`src/rtl/fetch_stage_pkg.sv`:
```
`default_nettype none
// ============================================================================
// Module      : fetch_stage_pkg
// Description : Shared constants, IF/ID bus layout and FSM state encoding
//               for the instruction-fetch stage.
// Revision    : 1.0 - initial release
// ============================================================================
package fetch_stage_pkg;

    localparam logic [29:0] c_RESET_PC = 30'h2FF00000;
    localparam logic [29:0] c_EXC_PC   = 30'h2FF000E0;

    localparam int c_IF_ID_W = 62;
    localparam int c_INS_HI  = 61;
    localparam int c_INS_LO  = 30;
    localparam int c_PC_HI   = 29;
    localparam int c_PC_LO   = 0;

    typedef enum logic [1:0] {
        S_REQ    = 2'd0,
        S_WAIT   = 2'd1,
        S_CANCEL = 2'd2
    } fetch_state_e;

endpackage
`default_nettype wire

```
`src/rtl/fetch_stage_if.sv`:
```
`default_nettype none
// ============================================================================
// Module      : fetch_stage_if
// Description : Instruction-memory port, redirect inputs and IF/ID handoff
//               of the fetch stage.
// Revision    : 1.0 - initial release
// ============================================================================
interface fetch_stage_if;
    import fetch_stage_pkg::*;

    logic                 inst_req;
    logic [31:0]          inst_addr;
    logic                 inst_addr_ok;
    logic [31:0]          inst_rdata;
    logic                 inst_data_ok;
    logic                 br_valid;
    logic [29:0]          br_target;
    logic                 exc_valid;
    logic                 eret_valid;
    logic [31:0]          epc;
    logic                 id_allowin;
    logic                 if_valid;
    logic [c_IF_ID_W-1:0] IF_ID_BUS;
    logic                 if_adel;

    modport master (
        output inst_req, inst_addr, if_valid, IF_ID_BUS, if_adel,
        input  inst_addr_ok, inst_rdata, inst_data_ok,
        input  br_valid, br_target, exc_valid, eret_valid, epc, id_allowin
    );

    modport slave (
        input  inst_req, inst_addr, if_valid, IF_ID_BUS, if_adel,
        output inst_addr_ok, inst_rdata, inst_data_ok,
        output br_valid, br_target, exc_valid, eret_valid, epc, id_allowin
    );

endinterface
`default_nettype wire

```
`src/rtl/fetch_redirect_sel.sv`:
```
`default_nettype none
// ============================================================================
// Module      : fetch_redirect_sel
// Description : Priority select of exception / ERET / branch redirects.
// Revision    : 1.0 - initial release
// ============================================================================
module fetch_redirect_sel
    import fetch_stage_pkg::*;
#(
    parameter logic [29:0] EXC_PC = c_EXC_PC
) (
    input  wire logic        i_exc_valid,
    input  wire logic        i_eret_valid,
    input  wire logic [31:0] i_epc,
    input  wire logic        i_br_valid,
    input  wire logic [29:0] i_br_target,
    output logic             o_redir_valid,
    output logic [29:0]      o_redir_target,
    output logic             o_redir_misalign
);

    always_comb begin
        o_redir_valid    = i_exc_valid | i_eret_valid | i_br_valid;
        o_redir_target   = i_br_target;
        o_redir_misalign = 1'b0;
        if (i_exc_valid) begin
            o_redir_target = EXC_PC;
        end else if (i_eret_valid) begin
            o_redir_target   = i_epc[31:2];
            o_redir_misalign = |i_epc[1:0];
        end
    end

endmodule
`default_nettype wire

```
`src/rtl/fetch_stage.sv`:
```
`default_nettype none
// ============================================================================
// Module      : fetch_stage
// Description : MIPS IF stage: PC, single-outstanding I-mem port, redirects
//               and a one-entry IF/ID buffer.
// Revision    : 1.0 - initial release
// ============================================================================
module fetch_stage
    import fetch_stage_pkg::*;
#(
    parameter logic [29:0] RESET_PC = c_RESET_PC,
    parameter logic [29:0] EXC_PC   = c_EXC_PC
) (
    input  wire logic     clk,
    input  wire logic     resetn,
    fetch_stage_if.master fetch
);

    logic                 w_redir_valid;
    logic [29:0]          w_redir_target;
    logic                 w_redir_misalign;
    logic                 w_can_fill;
    logic                 w_inst_req;
    logic                 w_addr_hs;

    fetch_state_e         state_q, state_d;
    logic [29:0]          pc_q, pc_d;
    logic                 if_valid_q, if_valid_d;
    logic [c_IF_ID_W-1:0] if_id_q, if_id_d;
    logic                 if_adel_q, if_adel_d;
    // pc_q came from a misaligned ERET; adel_sent_q marks its error entry as issued
    logic                 misalign_q, misalign_d;
    logic                 adel_sent_q, adel_sent_d;

    fetch_redirect_sel #(
        .EXC_PC (EXC_PC)
    ) u_redirect_sel (
        .i_exc_valid      (fetch.exc_valid),
        .i_eret_valid     (fetch.eret_valid),
        .i_epc            (fetch.epc),
        .i_br_valid       (fetch.br_valid),
        .i_br_target      (fetch.br_target),
        .o_redir_valid    (w_redir_valid),
        .o_redir_target   (w_redir_target),
        .o_redir_misalign (w_redir_misalign)
    );

    assign w_can_fill = !if_valid_q || fetch.id_allowin;
    assign w_inst_req = resetn && (state_q == S_REQ) && !misalign_q && w_can_fill;
    assign w_addr_hs  = w_inst_req && fetch.inst_addr_ok;

    always_comb begin
        state_d     = state_q;
        pc_d        = pc_q;
        if_valid_d  = if_valid_q;
        if_id_d     = if_id_q;
        if_adel_d   = if_adel_q;
        misalign_d  = misalign_q;
        adel_sent_d = adel_sent_q;

        if (if_valid_q && fetch.id_allowin) begin
            if_valid_d = 1'b0;
        end

        case (state_q)
            S_REQ: begin
                if (w_addr_hs) begin
                    state_d = w_redir_valid ? S_CANCEL : S_WAIT;
                end else if (misalign_q && !adel_sent_q && w_can_fill && !w_redir_valid) begin
                    if_valid_d                  = 1'b1;
                    if_id_d[c_INS_HI:c_INS_LO]  = 32'h0;
                    if_id_d[c_PC_HI:c_PC_LO]    = pc_q;
                    if_adel_d                   = 1'b1;
                    adel_sent_d                 = 1'b1;
                end
            end
            S_WAIT: begin
                if (fetch.inst_data_ok) begin
                    state_d = S_REQ;
                    if (!w_redir_valid) begin
                        if_valid_d                 = 1'b1;
                        if_id_d[c_INS_HI:c_INS_LO] = fetch.inst_rdata;
                        if_id_d[c_PC_HI:c_PC_LO]   = pc_q;
                        if_adel_d                  = 1'b0;
                        pc_d                       = pc_q + 30'd1;
                    end
                end else if (w_redir_valid) begin
                    state_d = S_CANCEL;
                end
            end
            S_CANCEL: begin
                if (fetch.inst_data_ok) begin
                    state_d = S_REQ;
                end
            end
            default: state_d = S_REQ;
        endcase

        // A redirect flushes the buffer even when decode takes it this cycle
        if (w_redir_valid) begin
            pc_d        = w_redir_target;
            if_valid_d  = 1'b0;
            misalign_d  = w_redir_misalign;
            adel_sent_d = 1'b0;
        end
    end

    always_ff @(posedge clk or negedge resetn) begin
        if (!resetn) begin
            state_q     <= S_REQ;
            pc_q        <= RESET_PC;
            if_valid_q  <= 1'b0;
            if_id_q     <= '0;
            if_adel_q   <= 1'b0;
            misalign_q  <= 1'b0;
            adel_sent_q <= 1'b0;
        end else begin
            state_q     <= state_d;
            pc_q        <= pc_d;
            if_valid_q  <= if_valid_d;
            if_id_q     <= if_id_d;
            if_adel_q   <= if_adel_d;
            misalign_q  <= misalign_d;
            adel_sent_q <= adel_sent_d;
        end
    end

    assign fetch.inst_req  = w_inst_req;
    assign fetch.inst_addr = {pc_q, 2'b00};
    assign fetch.if_valid  = if_valid_q;
    assign fetch.IF_ID_BUS = if_id_q;
    assign fetch.if_adel   = if_adel_q;

endmodule
`default_nettype wire

```
`src/flat_wrapper.sv`:
```
// flat-port wrapper written by rule: the top's interface ports become plain ports
module fetch_stage_flat import fetch_stage_pkg::*;
#(
    parameter logic [29:0] RESET_PC = c_RESET_PC,
    parameter logic [29:0] EXC_PC   = c_EXC_PC
)
  (clk, resetn, fetch_inst_req, fetch_inst_addr, fetch_if_valid, fetch_IF_ID_BUS, fetch_if_adel, fetch_inst_addr_ok, fetch_inst_rdata, fetch_inst_data_ok, fetch_br_valid, fetch_br_target, fetch_exc_valid, fetch_eret_valid, fetch_epc, fetch_id_allowin);
  fetch_stage_if fetch_i ();
  input  wire logic clk;
  input  wire logic resetn;
  output wire logic [$bits(fetch_i.inst_req)-1:0] fetch_inst_req;
  output wire logic [$bits(fetch_i.inst_addr)-1:0] fetch_inst_addr;
  output wire logic [$bits(fetch_i.if_valid)-1:0] fetch_if_valid;
  output wire logic [$bits(fetch_i.IF_ID_BUS)-1:0] fetch_IF_ID_BUS;
  output wire logic [$bits(fetch_i.if_adel)-1:0] fetch_if_adel;
  input wire logic [$bits(fetch_i.inst_addr_ok)-1:0] fetch_inst_addr_ok;
  input wire logic [$bits(fetch_i.inst_rdata)-1:0] fetch_inst_rdata;
  input wire logic [$bits(fetch_i.inst_data_ok)-1:0] fetch_inst_data_ok;
  input wire logic [$bits(fetch_i.br_valid)-1:0] fetch_br_valid;
  input wire logic [$bits(fetch_i.br_target)-1:0] fetch_br_target;
  input wire logic [$bits(fetch_i.exc_valid)-1:0] fetch_exc_valid;
  input wire logic [$bits(fetch_i.eret_valid)-1:0] fetch_eret_valid;
  input wire logic [$bits(fetch_i.epc)-1:0] fetch_epc;
  input wire logic [$bits(fetch_i.id_allowin)-1:0] fetch_id_allowin;
  assign fetch_inst_req = fetch_i.inst_req;
  assign fetch_inst_addr = fetch_i.inst_addr;
  assign fetch_if_valid = fetch_i.if_valid;
  assign fetch_IF_ID_BUS = fetch_i.IF_ID_BUS;
  assign fetch_if_adel = fetch_i.if_adel;
  assign fetch_i.inst_addr_ok = fetch_inst_addr_ok;
  assign fetch_i.inst_rdata = fetch_inst_rdata;
  assign fetch_i.inst_data_ok = fetch_inst_data_ok;
  assign fetch_i.br_valid = fetch_br_valid;
  assign fetch_i.br_target = fetch_br_target;
  assign fetch_i.exc_valid = fetch_exc_valid;
  assign fetch_i.eret_valid = fetch_eret_valid;
  assign fetch_i.epc = fetch_epc;
  assign fetch_i.id_allowin = fetch_id_allowin;
  fetch_stage #(.RESET_PC(RESET_PC), .EXC_PC(EXC_PC)) u_core (.clk(clk), .resetn(resetn), .fetch(fetch_i));
endmodule
```
`config.mk`:
```
export PLATFORM = sky130hd
export DESIGN_NAME = fetch_stage_flat
export DESIGN_NICKNAME = d
export VERILOG_FILES = /design/src/rtl/fetch_stage_pkg.sv /design/src/rtl/fetch_stage_if.sv /design/src/rtl/fetch_redirect_sel.sv /design/src/rtl/fetch_stage.sv /design/src/flat_wrapper.sv
export SDC_FILE = /design/constraint.sdc
export NUM_CORES = 1
export LEC_CHECK = 0
export CORE_MARGIN = 8
export CORE_UTILIZATION = 35
export DETAILED_ROUTE_END_ITERATION = 8
export DONT_BUFFER_PORTS = 1
export GPL_TIMING_DRIVEN = 1
export PLACE_DENSITY = 0.48
export SETUP_SLACK_MARGIN = 0.4
export SLEW_MARGIN = 20
export SYNTH_ARGS = -nofsm -noshare
export SYNTH_HDL_FRONTEND = slang
export SYNTH_SLANG_ARGS = --single-unit
```
`constraint.sdc`:
```
create_clock -name clk -period 3.5 [get_ports clk]
set_clock_uncertainty 0.2 [all_clocks]
set_input_delay 0.7 -clock clk [delete_from_list [all_inputs] [get_ports clk]]
set_output_delay 0.7 -clock clk [all_outputs]
set_load 0.01 [all_outputs]
```
==> metrics.sh, run 1 <==
ROUTE.VIAS.TOTAL=3656
CTS-ROOT-BUF='sky130_fd_sc_hd__clkbuf_16'
REG2REG_TO='u_core.fetch.IF_ID_BUS[29]'
ROUTED_WL_UM=15100
DRT_ITER0_MARKERS=250
PATH_CLK_SLEW_NS=0.07
UNREPAIRED_SETUP_ENDPOINTS_AFTER_GLOBAL_ROUTING='no'
MAXIMUM_NUMBER_OF_PINS_ON_ONE_NET_BEFORE_GLOBAL_ROUTE_REPAIR=100
CTS_BUFFER_DEPTH=2
START_UTIL=0.354
DIE_X_UM=136
DRC=0
TIMING.MAX_CAP.VIOLATIONS=0
CTS_TREE='yes'
SETUP_VIOL_COUNT_FINAL=0
HTREE_NUM_LEVELS=3
WORST_R2R_STARTPOINT='u_core.state_q[0]'
ROUTED_WIRE_LENGTH_PER_INSTANCE_UM=23.5
GR-TOTAL-OVERFLOW=0
POWER_DENSITY_nW_PER_UM2=520
WORST-SETUP-PATH-TYPE='flip-flop to primary output'
TIMING_MAX_TRANSITION_VIOLATIONS_FINAL=0
YS_ASYNC_RST_SHARE=1.00
WORST_SKEW_PAIR.LATE_LATENCY_NS=0.35
GRT_UTIL_ALL_LAYERS=0.156
GRT_PASS1_VIAS=3687
BOUNDARYPINS=199
DRTPASS1ITERATIONS=4
CLOCK_SINKS=98
CHIPHEIGHT_UM=136
LAYOUT.CELLS.MOST_COMMON='sky130_fd_sc_hd__dfrtp_1'
STD_CELL_ROWS=44
N_FILL_CELL=1438
INSTANCES_NO_FILL=640
WORST-ENDPOINT-ARRIVAL_NS=1.49
FIN_SETUP_TNS_NS=0
FINALHOLDWORSTSLACK_NS=0.0657
NUM-NETS-FINAL=553
LAYOUT_MIN_CYCLE_TIME_NS=2.39
GRT_FIRST_PASS_WIRELENGTH_UM=22000
MAX_SLEW.WORST_PIN.SLEW_NS=0.918
SYNTH_EDF_COUNT=0
POST_SYNTH_INST_COUNT=492
SYNTH_TOP_FLOP_CELL='sky130_fd_sc_hd__dfrtp_1'
YOSYSUNIQUECELLTYPES=58
ACHIEVABLE-FREQUENCY_MHz=419
NETLIST_AREA_UM2=5060
STARTPOINT_CLASS_OF_THE_CRITICAL_PATH='flip-flop'
SYNTH_SEQUENTIAL_AREA_RATIO=0.487
SYNTHTOLAYOUTAREAGROWTH_PCT=4.94
ROUTED_VIA_DENSITY=5.71
POWER.STATIC_LEAKAGE_nW=2.26
STATUS='complete, no violations'
TIMING.FINAL.HOLD_VIOLATIONS=0
FINAL.PERIOD_UTILIZATION=0.682
YS.WARNINGS.COUNT=0
POSTSYNTHAREAPERCELL_UM2=10.3
WORSTPATHMAXFANOUT=5
DIE_AREA_UM2=18600
GRT_ANTENNA_BEFORE_REPAIR=0
DPL.HPWL_UM=10700
POST_CTS.REPAIR.SETUP_BUFFERS=0
CTS_BUFFERS=9
LAYOUT.CELLS.MOST_COMMON_LIST='sky130_fd_sc_hd__dfrtp_1, sky130_fd_sc_hd__nand2_1, sky130_fd_sc_hd__nor2_1, sky130_fd_sc_hd__a21oi_1, sky130_fd_sc_hd__a22o_1'
VDD_IR_DROP_MAX_V=0.000201
IO_BUFFERS=0
CELL_DEPTH_OF_THE_WORST_FLOP_TO_FLOP_PATH=4
CRITICAL_PATH.ENDPOINT_TYPE='primary output'
P_TOTAL_mW=2.76
SYNTH-SEQ-CELLS=98
REQUIRED_NS=2.60
GP_ROUTABILITY_CONGESTION=0.771
LAYOUT-DRIVE-GT1-SHARE=0.171
TIMING.MAX_SLEW.REL_SLACK=0.388
POSTROUTEANTENNANETS=0
PLACED_CELLS_INCL_TAPS=621
CORE_AREA_UM2=14300
FF2FF_SETUP_SLACK_NS=1.14
TYPE_OF_THE_TIGHTEST_MIN_DELAY_CHECK='primary input to async pin'
registers in the layout, indices dropped and copies added (netlist names):
name and flops:
u_core.pc_q 30, u_core.state_q 2, u_core.adel_sent_q 1, u_core.misalign_q 1, u_core.fetch.if_adel 1, u_core.fetch.if_valid 1, u_core.fetch.IF_ID_BUS 62
worst max-delay path: stages, from the launching register on:
cell	delay, ns
sky130_fd_sc_hd__dfrtp_1	0.42
sky130_fd_sc_hd__nor2_1	0.15
sky130_fd_sc_hd__nand2_1	0.10
sky130_fd_sc_hd__nor3b_1	0.46
stage by stage:
step                 util  instance area [µm²]  setup slack (ns)
finish              0.371                 5310              1.11
global route        0.371                 5310             0.976
CTS                 0.368                 5270              1.05
detailed placement  0.347                 4970             0.847
global placement    0.347                 4970             0.890
floorplan               -                 5060              1.31
synthesized netlist by cell type (4+ instances only):
cell / instances / share of area
sky130_fd_sc_hd__dfrtp_1: 89 / 0.44
sky130_fd_sc_hd__nand2_1: 45 / 0.033
sky130_fd_sc_hd__nor2_1: 37 / 0.027
sky130_fd_sc_hd__buf_4: 34 / 0.050
sky130_fd_sc_hd__a21oi_1: 32 / 0.032
sky130_fd_sc_hd__a22o_1: 32 / 0.055
sky130_fd_sc_hd__mux2_2: 28 / 0.062
sky130_fd_sc_hd__o21ai_0: 21 / 0.021
sky130_fd_sc_hd__nand4_1: 13 / 0.016
sky130_fd_sc_hd__nand3_1: 12 / 0.012
sky130_fd_sc_hd__buf_2: 11 / 0.011
sky130_fd_sc_hd__clkbuf_1: 11 / 0.0082
sky130_fd_sc_hd__dfstp_2: 9 / 0.047
sky130_fd_sc_hd__o22ai_1: 9 / 0.011
sky130_fd_sc_hd__xor2_1: 9 / 0.016
sky130_fd_sc_hd__a31oi_1: 7 / 0.0087
sky130_fd_sc_hd__mux2i_1: 7 / 0.014
sky130_fd_sc_hd__a211oi_1: 6 / 0.0089
sky130_fd_sc_hd__o22a_1: 6 / 0.010
sky130_fd_sc_hd__or3_1: 6 / 0.0074
sky130_fd_sc_hd__buf_1: 5 / 0.0037
sky130_fd_sc_hd__nand3b_1: 5 / 0.0074
sky130_fd_sc_hd__a2bb2oi_1: 4 / 0.0069
sky130_fd_sc_hd__nor3_1: 4 / 0.0040
what timing repair did:
action                                 4_1_cts  5_1_grt
setup endpoints to repair                    0        0
endpoints found under the hold margin       98       90
gates resized for setup                      0        0
layer usage:
layer	global-route usage	vias up	wire, µm
met4	0.0696	0	244
met2	0.250	135	7530
met5	0	-	0
met1	0.192	1817	5980
met3	0.0421	12	1310
li1	-	1692	-
how the worst max path moves through the flow:
stage	from	to	slack [ns]	depth (start not counted)
floorplan	fetch_eret_valid	u_core.fetch.IF_ID_BUS[24]	1.31	5
global placement	fetch_inst_data_ok	u_core.fetch.IF_ID_BUS[18]	0.89	4
detailed placement	fetch_inst_data_ok	u_core.fetch.IF_ID_BUS[29]	0.85	4
CTS	u_core.state_q[0]	fetch_inst_req	1.05	3
global route	u_core.state_q[1]	u_core.pc_q[3]	0.98	4
finish	u_core.state_q[0]	fetch_inst_req	1.11	3
cell type report:
| class | count | area [µm²] | share of cell area |
|---|---|---|---|
| Clock inverter | 6 | 72.6 | 0.0137 |
| Sequential cell | 98 | 2460 | 0.464 |
| Antenna cell | 1 | 2.50 | 0.000471 |
| Timing Repair Buffer | 7 | 75.1 | 0.0141 |
| Clock buffer | 10 | 229 | 0.0431 |
| Inverter | 2 | 7.51 | 0.00141 |
| Multi-Input combinational cell | 332 | 2230 | 0.420 |
| Tap cell | 184 | 230 | 0.0433 |
cell families (layout without fill, tap and decap cells):
family,after synthesis,in the layout,synth area share
adders and majority gates,1,1,0.00247
DFF,98,98,0.487
buffers and inverters,63,25,0.0747
muxes,38,38,0.0828
xor gates and xnor gates,11,11,0.0190
other,1,3,0.000741
and+or+nand+nor,149,149,0.155
AOI/OAI and AO/OA,131,131,0.178
report_power, final:
part           internal (mW)  switching [mW]  total, mW
clock                  0.564           0.461       1.02
sequential              1.27           0.205       1.48
combinational          0.139           0.120      0.259
total                   1.98           0.786       2.76
Note: power is estimated with default switching activity, not from simulation.
==> run 2, diff against run 1 <==
==> constraint.sdc (replaced) <==
create_clock -name clk -period 2.5 [get_ports clk]
set_clock_uncertainty 0.2 [all_clocks]
set_input_delay 0.5 -clock clk [delete_from_list [all_inputs] [get_ports clk]]
set_output_delay 0.5 -clock clk [all_outputs]
set_load 0.01 [all_outputs]
==> run 2 against run 1 <==
The run now ends with hold timing left. Cell count grew 1.3%. Largest cell class unchanged. Largest power group unchanged. Worst hold slack lost 0.43 ns. First-iteration DRC count grew 2.8%.
==> metrics.sh, run 2 (synthesized netlist as in run 1, its figures left out) <==
IO_BUFFERS=0  # unchanged
DRTPASS1ITERATIONS=4  # unchanged
POWER_DENSITY_nW_PER_UM2=698  # was 520 nW/µm²
TIMING_MAX_TRANSITION_VIOLATIONS_FINAL=0  # unchanged
TIMING.FINAL.HOLD_VIOLATIONS=98  # was 0
NUM-NETS-FINAL=562  # was 553
GRT_PASS1_VIAS=3640  # was 3,687
DIE_X_UM=136  # unchanged
P_TOTAL_mW=3.78  # was 2.76 mW
GRT_ANTENNA_BEFORE_REPAIR=0  # unchanged
ACHIEVABLE-FREQUENCY_MHz=485
CRITICAL_PATH.ENDPOINT_TYPE='primary output'  # unchanged
REG2REG_TO='u_core.pc_q[14]'  # was u_core.fetch.IF_ID_BUS[29]
SETUP_VIOL_COUNT_FINAL=0  # unchanged
WORSTPATHMAXFANOUT=5  # unchanged
ROUTE.VIAS.TOTAL=3692  # was 3,656
REQUIRED_NS=1.80  # was 2.60 ns
STD_CELL_ROWS=44  # unchanged
CORE_AREA_UM2=14300  # unchanged
TIMING.MAX_SLEW.REL_SLACK=0.654  # was 0.388
MAXIMUM_NUMBER_OF_PINS_ON_ONE_NET_BEFORE_GLOBAL_ROUTE_REPAIR=100  # unchanged
ROUTED_WIRE_LENGTH_PER_INSTANCE_UM=23.2  # was 23.5 µm
DPL.HPWL_UM=10900  # was 10,700 µm
CTS_TREE='yes'  # unchanged
VIOLATIONS='hold timing'
POSTROUTEANTENNANETS=0  # unchanged
LAYOUT.CELLS.MOST_COMMON='sky130_fd_sc_hd__dfrtp_1'  # unchanged
UNREPAIRED_SETUP_ENDPOINTS_AFTER_GLOBAL_ROUTING='yes'  # was no
SYNTHTOLAYOUTAREAGROWTH_PCT=6.97  # was 4.94%
CTS_BUFFER_DEPTH=2  # unchanged
LAYOUT-DRIVE-GT1-SHARE=0.220  # was 0.171
GR-TOTAL-OVERFLOW=0  # unchanged
PATH_CLK_SLEW_NS=0.07  # about the same
CTS_BUFFERS=9  # unchanged
START_UTIL=0.354  # unchanged
ROUTED_VIA_DENSITY=5.70  # was 5.71
DRC=0  # unchanged
DIE_AREA_UM2=18600  # unchanged
GRT_FIRST_PASS_WIRELENGTH_UM=22300  # was 22,000 µm
CELL_DEPTH_OF_THE_WORST_FLOP_TO_FLOP_PATH=5  # was 4
POWER.STATIC_LEAKAGE_nW=2.34  # was 2.26 nW
FINISH.UTILIZATION=0.378  # was 0.371
LARGEST_REG_FLOPS=62  # unchanged
VDD_IR_DROP_MAX_V=0.000329  # was 0.000201 V
WORST-ENDPOINT-ARRIVAL_NS=1.36  # was 1.49 ns
WORST_R2R_STARTPOINT='u_core.state_q[1]'  # was u_core.state_q[0]
GP_ROUTABILITY_CONGESTION=0.800  # was 0.771
DRT_ITER0_MARKERS=257  # was 250
CHIPHEIGHT_UM=136  # unchanged
CLOCK_SINKS=98  # unchanged
FIN_SETUP_TNS_NS=0  # unchanged
TYPE_OF_THE_TIGHTEST_MIN_DELAY_CHECK='primary input to async pin'  # unchanged
WORST_SKEW_PAIR.LATE_LATENCY_NS=0.36  # was 0.35 ns
FINALHOLDWORSTSLACK_NS=-0.359  # was 0.0657 ns
TIMING.MAX_CAP.VIOLATIONS=0  # unchanged
CTSHOLDBUFFERS=1
MAX_SLEW.WORST_PIN.SLEW_NS=0.517  # was 0.918 ns
STARTPOINT_CLASS_OF_THE_CRITICAL_PATH='flip-flop'  # unchanged
FF2FF_SETUP_SLACK_NS=0.45  # was 1.14 ns
CTS-ROOT-BUF='sky130_fd_sc_hd__clkbuf_16'  # unchanged
N_FILL_CELL=1432  # was 1,438
TIMING.CRITICAL_PATH.FROM='u_core.state_q[0]'  # unchanged
BOUNDARYPINS=199  # unchanged
DIODES=0  # was 1
ROUTED_WL_UM=15000  # was 15,100 µm
FINAL.PERIOD_UTILIZATION=0.825
WORST-SETUP-PATH-TYPE='flip-flop to primary output'  # unchanged
GRT_UTIL_ALL_LAYERS=0.158  # was 0.156
STATUS='complete, but fails checks'  # was complete, no violations
HTREE_NUM_LEVELS=3  # unchanged
LAYOUT_MIN_CYCLE_TIME_NS=2.06
LAYOUT.CELLS.MOST_COMMON_LIST='sky130_fd_sc_hd__dfrtp_1, sky130_fd_sc_hd__nand2_1, sky130_fd_sc_hd__nor2_1, sky130_fd_sc_hd__a21oi_1, sky130_fd_sc_hd__a22o_1'  # unchanged
==> run 2: worst max-delay path by stage <==
stage,to,slack (ns),cells past startpoint
3_5_place_dp,u_core.pc_q[29],0.33,5
4_1_cts,u_core.pc_q[29],0.39,5
3_3_place_gp,u_core.pc_q[29],0.39,5
6_report,fetch_inst_req,0.44,3
5_1_grt,u_core.pc_q[27],0.34,5
2_1_floorplan,u_core.fetch.IF_ID_BUS[24],0.51,5
==> run 2: area by class of cell <==
| type | count | area, µm² | share of cell area |
|---|---|---|---|
| Clock inverter | 7 | 60.1 | 0.0111 |
| Inverter | 2 | 7.51 | 0.00139 |
| Tap cell | 184 | 230 | 0.0425 |
| Multi-Input combinational cell | 332 | 2280 | 0.421 |
| Timing Repair Buffer | 16 | 135 | 0.0250 |
| Sequential cell | 98 | 2470 | 0.457 |
| Clock buffer | 9 | 225 | 0.0416 |
==> run 2: power breakdown <==
part | switching, mW | leakage [nW] | internal, mW | total [mW]
Sequential | 0.282 | 1.27 | 1.78 | 2.07
Combinational | 0.150 | 0.931 | 0.201 | 0.351
Clock | 0.666 | 0.143 | 0.695 | 1.36
Total | 1.10 | 2.34 | 2.68 | 3.78
==> run 2: metrics by stage <==
step	setup slack (ns)	instance area, µm²	cells
floorplan	0.512	5060	493
global placement	0.388	5020	626
detailed placement	0.326	5020	626
CTS	0.385	5340	643
global route	0.344	5410	648
finish	0.437	5410	648
==> run 2: repair_timing <==
action / CTS / global route
endpoints found under the setup margin: 8 / 79
gates resized for setup: 4 / 15
hold endpoints to repair: 99 / 98
pin swaps: 0 / 4
setup buffers: 0 / 5
==> run 2: metal layers <==
metal / global-route usage / part of all wire / wire length, µm
met1: 0.201 / 0.41 / 6110
met2: 0.250 / 0.49 / 7440
met3: 0.0421 / 0.082 / 1240
met4: 0.0671 / 0.017 / 253
met5: 0 / 0 / 0
==> run 2: critical path, cell delays in order, from the launching register on <==
cell	delay [ns]
sky130_fd_sc_hd__dfrtp_1	0.44
sky130_fd_sc_hd__nor2_2	0.18
sky130_fd_sc_hd__nand2_2	0.11
sky130_fd_sc_hd__nor3b_4	0.28
